`src/rtl/ysyx_pipe_stage_pkg.sv`:
```
// Shared definitions for the generic pipeline register: occupancy encodings,
// per-stage payload layouts, their widths and the bubble values they carry.
package ysyx_pipe_stage_pkg;

    localparam int OCC_WIDTH = 2;

    typedef enum logic [OCC_WIDTH-1:0] {
        OCC_EMPTY = 2'd0,
        OCC_ONE   = 2'd1,
        OCC_TWO   = 2'd2
    } occ_e;

    localparam logic [31:0] NOP_INSTR = 32'h0000_0013;

    typedef struct packed {
        logic [63:0] pc;
        logic [31:0] instr;
    } if_id_t;

    typedef struct packed {
        logic [63:0] pc;
        logic [31:0] instr;
        logic [63:0] rs1_val;
        logic [63:0] rs2_val;
        logic [63:0] imm;
        logic [4:0]  rd;
        logic        rd_wen;
    } id_ex_t;

    typedef struct packed {
        logic [63:0] pc;
        logic [31:0] instr;
        logic [63:0] alu_res;
        logic [63:0] store_val;
        logic [4:0]  rd;
        logic        rd_wen;
        logic        mem_ren;
        logic        mem_wen;
    } ex_mem_t;

    typedef struct packed {
        logic [63:0] pc;
        logic [31:0] instr;
        logic [63:0] wb_val;
        logic [4:0]  rd;
        logic        rd_wen;
    } mem_wb_t;

    localparam int IF_ID_W  = $bits(if_id_t);
    localparam int ID_EX_W  = $bits(id_ex_t);
    localparam int EX_MEM_W = $bits(ex_mem_t);
    localparam int MEM_WB_W = $bits(mem_wb_t);

    // Bubbles carry a NOP in the instruction field and never write a register.
    localparam if_id_t IF_ID_BUBBLE = '{
        pc: 64'h0, instr: NOP_INSTR
    };
    localparam id_ex_t ID_EX_BUBBLE = '{
        pc: 64'h0, instr: NOP_INSTR, rs1_val: 64'h0, rs2_val: 64'h0,
        imm: 64'h0, rd: 5'd0, rd_wen: 1'b0
    };
    localparam ex_mem_t EX_MEM_BUBBLE = '{
        pc: 64'h0, instr: NOP_INSTR, alu_res: 64'h0, store_val: 64'h0,
        rd: 5'd0, rd_wen: 1'b0, mem_ren: 1'b0, mem_wen: 1'b0
    };
    localparam mem_wb_t MEM_WB_BUBBLE = '{
        pc: 64'h0, instr: NOP_INSTR, wb_val: 64'h0, rd: 5'd0, rd_wen: 1'b0
    };

endpackage

```
`src/rtl/ysyx_sat_counter.sv`:
```
// Saturating event counter with synchronous clear; shared by the performance
// statistics of the pipeline.
module ysyx_sat_counter #(
    parameter int CNT_W = 32
) (
    input  logic             clk,
    input  logic             rst,
    input  logic             clr,
    input  logic             inc,
    output logic [CNT_W-1:0] count
);

    // NOTE: sequential state uses non-blocking assignments so every flop
    // samples pre-edge values regardless of block ordering.
    always_ff @(posedge clk) begin
        if (rst || clr) begin
            count <= '0;
        end else if (inc && (count != '1)) begin
            count <= count + CNT_W'(1);
        end
    end

endmodule

```
`src/rtl/ysyx_pipe_stage.sv`:
```
// Parametrised valid/ready pipeline register with optional 2-entry skid
// buffer, synchronous flush with bubble insertion and a stall counter.
module ysyx_pipe_stage
    import ysyx_pipe_stage_pkg::*;
#(
    parameter int                DATA_W = 128,
    parameter int                SKID   = 1,
    parameter logic [DATA_W-1:0] BUBBLE = {DATA_W{1'b0}},
    parameter int                CNT_W  = 32
) (
    input  logic                 clk,
    input  logic                 rst,
    input  logic                 flush_i,
    input  logic                 in_valid,
    output logic                 in_ready,
    input  logic [DATA_W-1:0]    in_data,
    output logic                 out_valid,
    input  logic                 out_ready,
    output logic [DATA_W-1:0]    out_data,
    output logic [OCC_WIDTH-1:0] occupancy,
    input  logic                 stat_clr_i,
    output logic [CNT_W-1:0]     stall_cnt
);

    logic accept;
    logic pop;

    assign accept = in_valid & in_ready;
    assign pop    = out_valid & out_ready;

    if (SKID == 0) begin : g_single

        logic              valid_q;
        logic [DATA_W-1:0] data_q;

        assign in_ready  = ~rst & (~valid_q | out_ready);
        assign out_valid = valid_q;
        assign out_data  = data_q;
        assign occupancy = {1'b0, valid_q};

        // NOTE: the payload register is reset too, so out_data is a defined
        // BUBBLE from the first cycle and no X leaks into the next stage.
        always_ff @(posedge clk) begin
            if (rst || flush_i) begin
                valid_q <= 1'b0;
                data_q  <= BUBBLE;
            end else if (accept) begin
                valid_q <= 1'b1;
                data_q  <= in_data;
            end else if (pop) begin
                valid_q <= 1'b0;
                data_q  <= BUBBLE;
            end
        end

    end else begin : g_skid

        occ_e              state_q, state_d;
        logic [DATA_W-1:0] main_q, main_d;
        logic [DATA_W-1:0] skid_q, skid_d;
        logic              ready_q;

        // Registered ready; rst only masks it so nothing is taken during reset.
        assign in_ready  = ready_q & ~rst;
        assign out_valid = (state_q != OCC_EMPTY);
        assign out_data  = main_q;
        assign occupancy = state_q;

        // NOTE: every output of this block is given a default first, so no
        // path through the case statement can infer a latch.
        always_comb begin
            state_d = state_q;
            main_d  = main_q;
            skid_d  = skid_q;
            unique case (state_q)
                OCC_EMPTY: begin
                    if (accept) begin
                        state_d = OCC_ONE;
                        main_d  = in_data;
                    end
                end
                OCC_ONE: begin
                    if (accept && pop) begin
                        main_d = in_data;
                    end else if (accept) begin
                        state_d = OCC_TWO;
                        skid_d  = in_data;
                    end else if (pop) begin
                        state_d = OCC_EMPTY;
                        main_d  = BUBBLE;
                    end
                end
                OCC_TWO: begin
                    if (pop) begin
                        state_d = OCC_ONE;
                        main_d  = skid_q;
                        skid_d  = BUBBLE;
                    end
                end
                default: begin
                    state_d = OCC_EMPTY;
                    main_d  = BUBBLE;
                    skid_d  = BUBBLE;
                end
            endcase
            if (flush_i) begin
                state_d = OCC_EMPTY;
                main_d  = BUBBLE;
                skid_d  = BUBBLE;
            end
        end

        always_ff @(posedge clk) begin
            if (rst) begin
                state_q <= OCC_EMPTY;
                main_q  <= BUBBLE;
                skid_q  <= BUBBLE;
                ready_q <= 1'b1;
            end else begin
                state_q <= state_d;
                main_q  <= main_d;
                skid_q  <= skid_d;
                ready_q <= (state_d != OCC_TWO);
            end
        end

    end

    ysyx_sat_counter #(
        .CNT_W (CNT_W)
    ) u_stall_cnt (
        .clk   (clk),
        .rst   (rst),
        .clr   (stat_clr_i),
        .inc   (out_valid & ~out_ready),
        .count (stall_cnt)
    );

endmodule

```
`config.mk`:
```
export PLATFORM = sky130hd
export DESIGN_NAME = ysyx_pipe_stage
export DESIGN_NICKNAME = d
export VERILOG_FILES = /design/src/rtl/ysyx_pipe_stage_pkg.sv /design/src/rtl/ysyx_sat_counter.sv /design/src/rtl/ysyx_pipe_stage.sv
export SDC_FILE = /design/constraint.sdc
export NUM_CORES = 1
export LEC_CHECK = 0
export ABC_AREA = 1
export CAP_MARGIN = 20
export CORE_ASPECT_RATIO = 1.75
export CORE_MARGIN = 2
export CORE_UTILIZATION = 57
export CTS_BUF_LIST = sky130_fd_sc_hd__clkbuf_4
export DETAILED_ROUTE_END_ITERATION = 8
export GPL_TIMING_DRIVEN = 0
export HOLD_SLACK_MARGIN = 0.02
export PLACE_DENSITY = 0.89
export REMOVE_ABC_BUFFERS = 1
export SLEW_MARGIN = 20
export SYNTH_ARGS = -nofsm -noshare
export SYNTH_HDL_FRONTEND = slang
export SYNTH_SLANG_ARGS = --single-unit
```
`constraint.sdc`:
```
create_clock -name clk -period 4.98 [get_ports clk]
set_clock_uncertainty 0.15 [all_clocks]
set_input_delay 0.996 -clock clk [delete_from_list [all_inputs] [get_ports clk]]
set_output_delay 0.996 -clock clk [all_outputs]
set_load 0.005 [all_outputs]
```
==> impl_metrics.tcl <==
set metrics [dict create \
    critical_path.max_fanout 55 \
    grt_pass1_wl_mm 69.4 \
    worst_setup_path_start_kind "flop" \
    timing.critical_path.slowest_cell_delay_ns 0.79 \
    crit_slowest_cell "sky130_fd_sc_hd__inv_2" \
    antenna_left 0 \
    worst_setup_hold_path_clk_slew_ns 0.07 \
    io_buffers 297 \
    leakagePower_nw 6.70 \
    initial_utilization_pct 58.1 \
    dr_total_vias 14800 \
    worst_hold_path_type "reg -> reg" \
    comb_power_share_pct 11.3 \
    ys_seq_elements 291 \
    finalHoldViolations 0 \
    vias_in_the_first_global_route 14500 \
    crit_path_from "occupancy[0]$_SDFF_PP0_" \
    critical_path_required_ns 3.83 \
    slew_viol_final 0 \
    stdcell_area_um2 17700 \
    slew-limit-headroom_pct 29.6 \
    async_flop_share_pct 0 \
    max-vdd-ir-drop_v 0.000197 \
    instances_no_fill 2609 \
    placed_cells_incl_taps 2485 \
    max-cap-violations 0 \
    clock_insertion_delay_worst_skew_ns 0.73 \
    clock_root_buffer "sky130_fd_sc_hd__clkbuf_4" \
    final_period_minus_worst_setup_slack_ns 4.13 \
    place.gp.congestion 1.01 \
    globalRoute.totalOverflow 0 \
    p_clk_share_pct 39.7 \
    route.detailed.vias_per_inst 5.66 \
    layout-drive-gt1-share_pct 8.28 \
    slew_at_the_pin_with_the_worst_max_slew_slack_ns 1.05 \
    reg2reg_from "occupancy[1]$_SDFF_PP0_" \
    power.density_nw_per_um2 276 \
    tritoncts.num_buffers 69 \
    crit_path_end_kind "primary output" \
    net-switching-power_mw 1.27 \
    fin_total_pwr_mw 4.89 \
    status "finished clean" \
    setup_viol_count_final 0 \
    mean_syn_cell_area_um2 6.77 \
    synth-edff-count 0 \
    synth_warnings 0 \
    syn2layout_area_growth_pct 30.2 \
    netSwitchingFraction_pct 26.0 \
    floorplan.die.width_um 121 \
    die_h_um 208 \
    fin_util_pct 75.6 \
    cts-htree-levels 3 \
    ys_seq_area_share_pct 42.8 \
    die_area_um2 25200 \
    post_cts_resize_count 0 \
    finalWirelength_mm 43.5 \
    nets 2387 \
    max_clock_freq_mhz 242 \
    hold_ws_ns 0.304 \
    postCtsHoldBufs 0 \
    share_of_the_synthesized_area_in_the_top_cell_type_pct 42.8 \
    drt_first_pass_iters 5 \
    cp_top_family "buffers and inverters" \
    rows 74 \
    grt_setup_unrepaired "false" \
    ys.flop_type "sky130_fd_sc_hd__dfxtp_1" \
    data_arrival_time_of_the_critical_path_ns 2.98 \
    p_seq_share_pct 49.0 \
    synthDominantAreaCellType "sky130_fd_sc_hd__dfxtp_1" \
    number_of_antenna_violations_at_the_first_check_in_global_routing 7 \
    synthesized_area_um2 13600 \
    track_usage_pct 33.8 \
    path_cells "nor2_4 > inv_2 > clkdlybuf4s50_1" \
    holdCritStartpoint "g_skid.skid_q[82]$_SDFFE_PP0P_" \
    place.detailed.hpwl_mm 27.7 \
    timing.setup.critical_path_class "reg -> out" \
    period_share_pct 82.9 \
    post_synth_num_cell_types 34 \
    cts.sink_count 291 \
    syn_inst 2009 \
    tritoncts "built" \
    critPathBufInv 2 \
    dpl-instance-area_um2 16800 \
    placeable_core_region_um2 23400 \
    post_synth_main_area_contributors "sky130_fd_sc_hd__dfxtp_1, sky130_fd_sc_hd__nand2_1, sky130_fd_sc_hd__a21oi_1" \
    ctsLongestPathBuffers 3 \
    first_iter_violations 1253 \
    largest_net_degree_at_the_start_of_global_routing 90 \
    dr_wl_cell_um 16.7 \
    p_int_mw 3.62 \
    ios 298 \
    drc 0 \
    number_of_buffers_inserted_to_repair_setup_after_cts 0 \
]
==> power groups by stage <==
stage                     logic [mW]  clock network, mW  registers (mW)
after CTS                      0.548               1.97            2.39
after floorplan                0.229                  0            2.44
after global placement         0.495                  0            2.44
final                          0.552               1.94            2.39
after global routing           0.601               2.08            2.40
after detailed placement       0.544                  0            2.45
==> kinds of logic (layout without fill, tap and decap cells) <==
| family | Yosys count | after routing | share of synthesized area [%] |
|---|---|---|---|
| adder cells (fa/ha/maj) | 1 | 1 | 0.0920 |
| AO/OA/AOI/OAI | 507 | 507 | 19.6 |
| XOR/XNOR | 14 | 14 | 0.902 |
| AND/OR/NAND/NOR | 917 | 917 | 27.7 |
| buffers and inverters | 279 | 566 | 8.88 |
| flip-flops | 291 | 291 | 42.8 |
| other | 0 | 9 | 0 |
==> metal layers <==
metal	part of all wire [%]	GRT usage (%)	vias to the layer above
li1	-	-	7046
met1	36	36.2	6830
met2	49	57.3	696
met3	8.0	7.57	187
met4	7.0	24.7	0
met5	0	0	-
==> cells in the mapped netlist (all sizes together), types with 2 or more instances <==
| cell type | number |
|---|---|
| nor3 | 32 |
| o211ai | 4 |
| dfxtp | 291 |
| nand3 | 102 |
| xor2 | 9 |
| buf | 74 |
| inv | 132 |
| o22ai | 20 |
| nand2 | 565 |
| nor2 | 210 |
| nand4 | 7 |
| a211oi | 2 |
| a21oi | 277 |
| clkbuf | 72 |
| o21ai | 203 |
| xnor2 | 5 |
==> layout make-up <==
class                   count  area (um2)
multi-input cells        1439        6610
flip-flops and latches    291        5830
fillers                  1797        5720
repair buffers            318        3500
clock buffers              96         721
inverters                 133         527
well taps                 304         380
clock inverters            19         124
diodes                      9        22.5
==> cell usage in the layout (no fill, tap or decap), types with 6 or more instances in the layout <==
cell / count
sky130_fd_sc_hd__clkbuf_4: 96
sky130_fd_sc_hd__nand2_4: 6
sky130_fd_sc_hd__clkinv_1: 16
sky130_fd_sc_hd__inv_1: 124
sky130_fd_sc_hd__a21oi_1: 257
sky130_fd_sc_hd__nand4_1: 7
sky130_fd_sc_hd__o22ai_1: 20
sky130_fd_sc_hd__clkdlybuf4s50_1: 297
sky130_fd_sc_hd__nand3_1: 101
sky130_fd_sc_hd__nand2_1: 537
sky130_fd_sc_hd__nor2_1: 199
sky130_fd_sc_hd__xor2_1: 9
sky130_fd_sc_hd__diode_2: 9
sky130_fd_sc_hd__o21ai_0: 201
sky130_fd_sc_hd__buf_16: 15
sky130_fd_sc_hd__dfxtp_1: 291
sky130_fd_sc_hd__nand2_2: 22
sky130_fd_sc_hd__a21oi_2: 20
sky130_fd_sc_hd__nor3_1: 32
==> worst register-to-register path: stages, from the launching register on <==
cell and delay, ns:
sky130_fd_sc_hd__dfxtp_1 0.39, sky130_fd_sc_hd__inv_4 0.64, sky130_fd_sc_hd__nand2_4 0.45, sky130_fd_sc_hd__buf_12 0.33, sky130_fd_sc_hd__inv_4 0.27, sky130_fd_sc_hd__buf_16 0.31, sky130_fd_sc_hd__nand2_1 0.18, sky130_fd_sc_hd__o211ai_1 0.19
sky130_fd_sc_hd__nand2_1 0.09, sky130_fd_sc_hd__a21oi_1 0.13
==> final timing paths <==
| check | slack [ns] | depth (start not counted) | endpoint |
|---|---|---|---|
| hold reg to reg | 0.30 | 2 | g_skid.skid_q[82]$_SDFFE_PP0P_ |
| setup / recovery | 0.85 | 3 | out_valid |
| setup reg to reg | 1.78 | 9 | out_data[30]$_SDFFE_PP0P_ |
| hold / removal | 0.30 | 2 | g_skid.skid_q[82]$_SDFFE_PP0P_ |
==> flip-flops by register name, indices dropped and copies added (netlist names) <==
signal,count
g_skid.skid_q,128
out_data,128
u_stall_cnt.count,32
occupancy,2
g_skid.ready_q,1
==> metrics by stage <==
stage / TNS (ns) / worst slack [ns]
6_report: 0 / 0.854
3_5_place_dp: 0 / 0.945
2_1_floorplan: -131.69 / -0.917
3_3_place_gp: -1377.64 / -7.05
5_1_grt: 0 / 0.758
4_1_cts: 0 / 0.888
No activity file was read; power rests on OpenSTA's default activity.
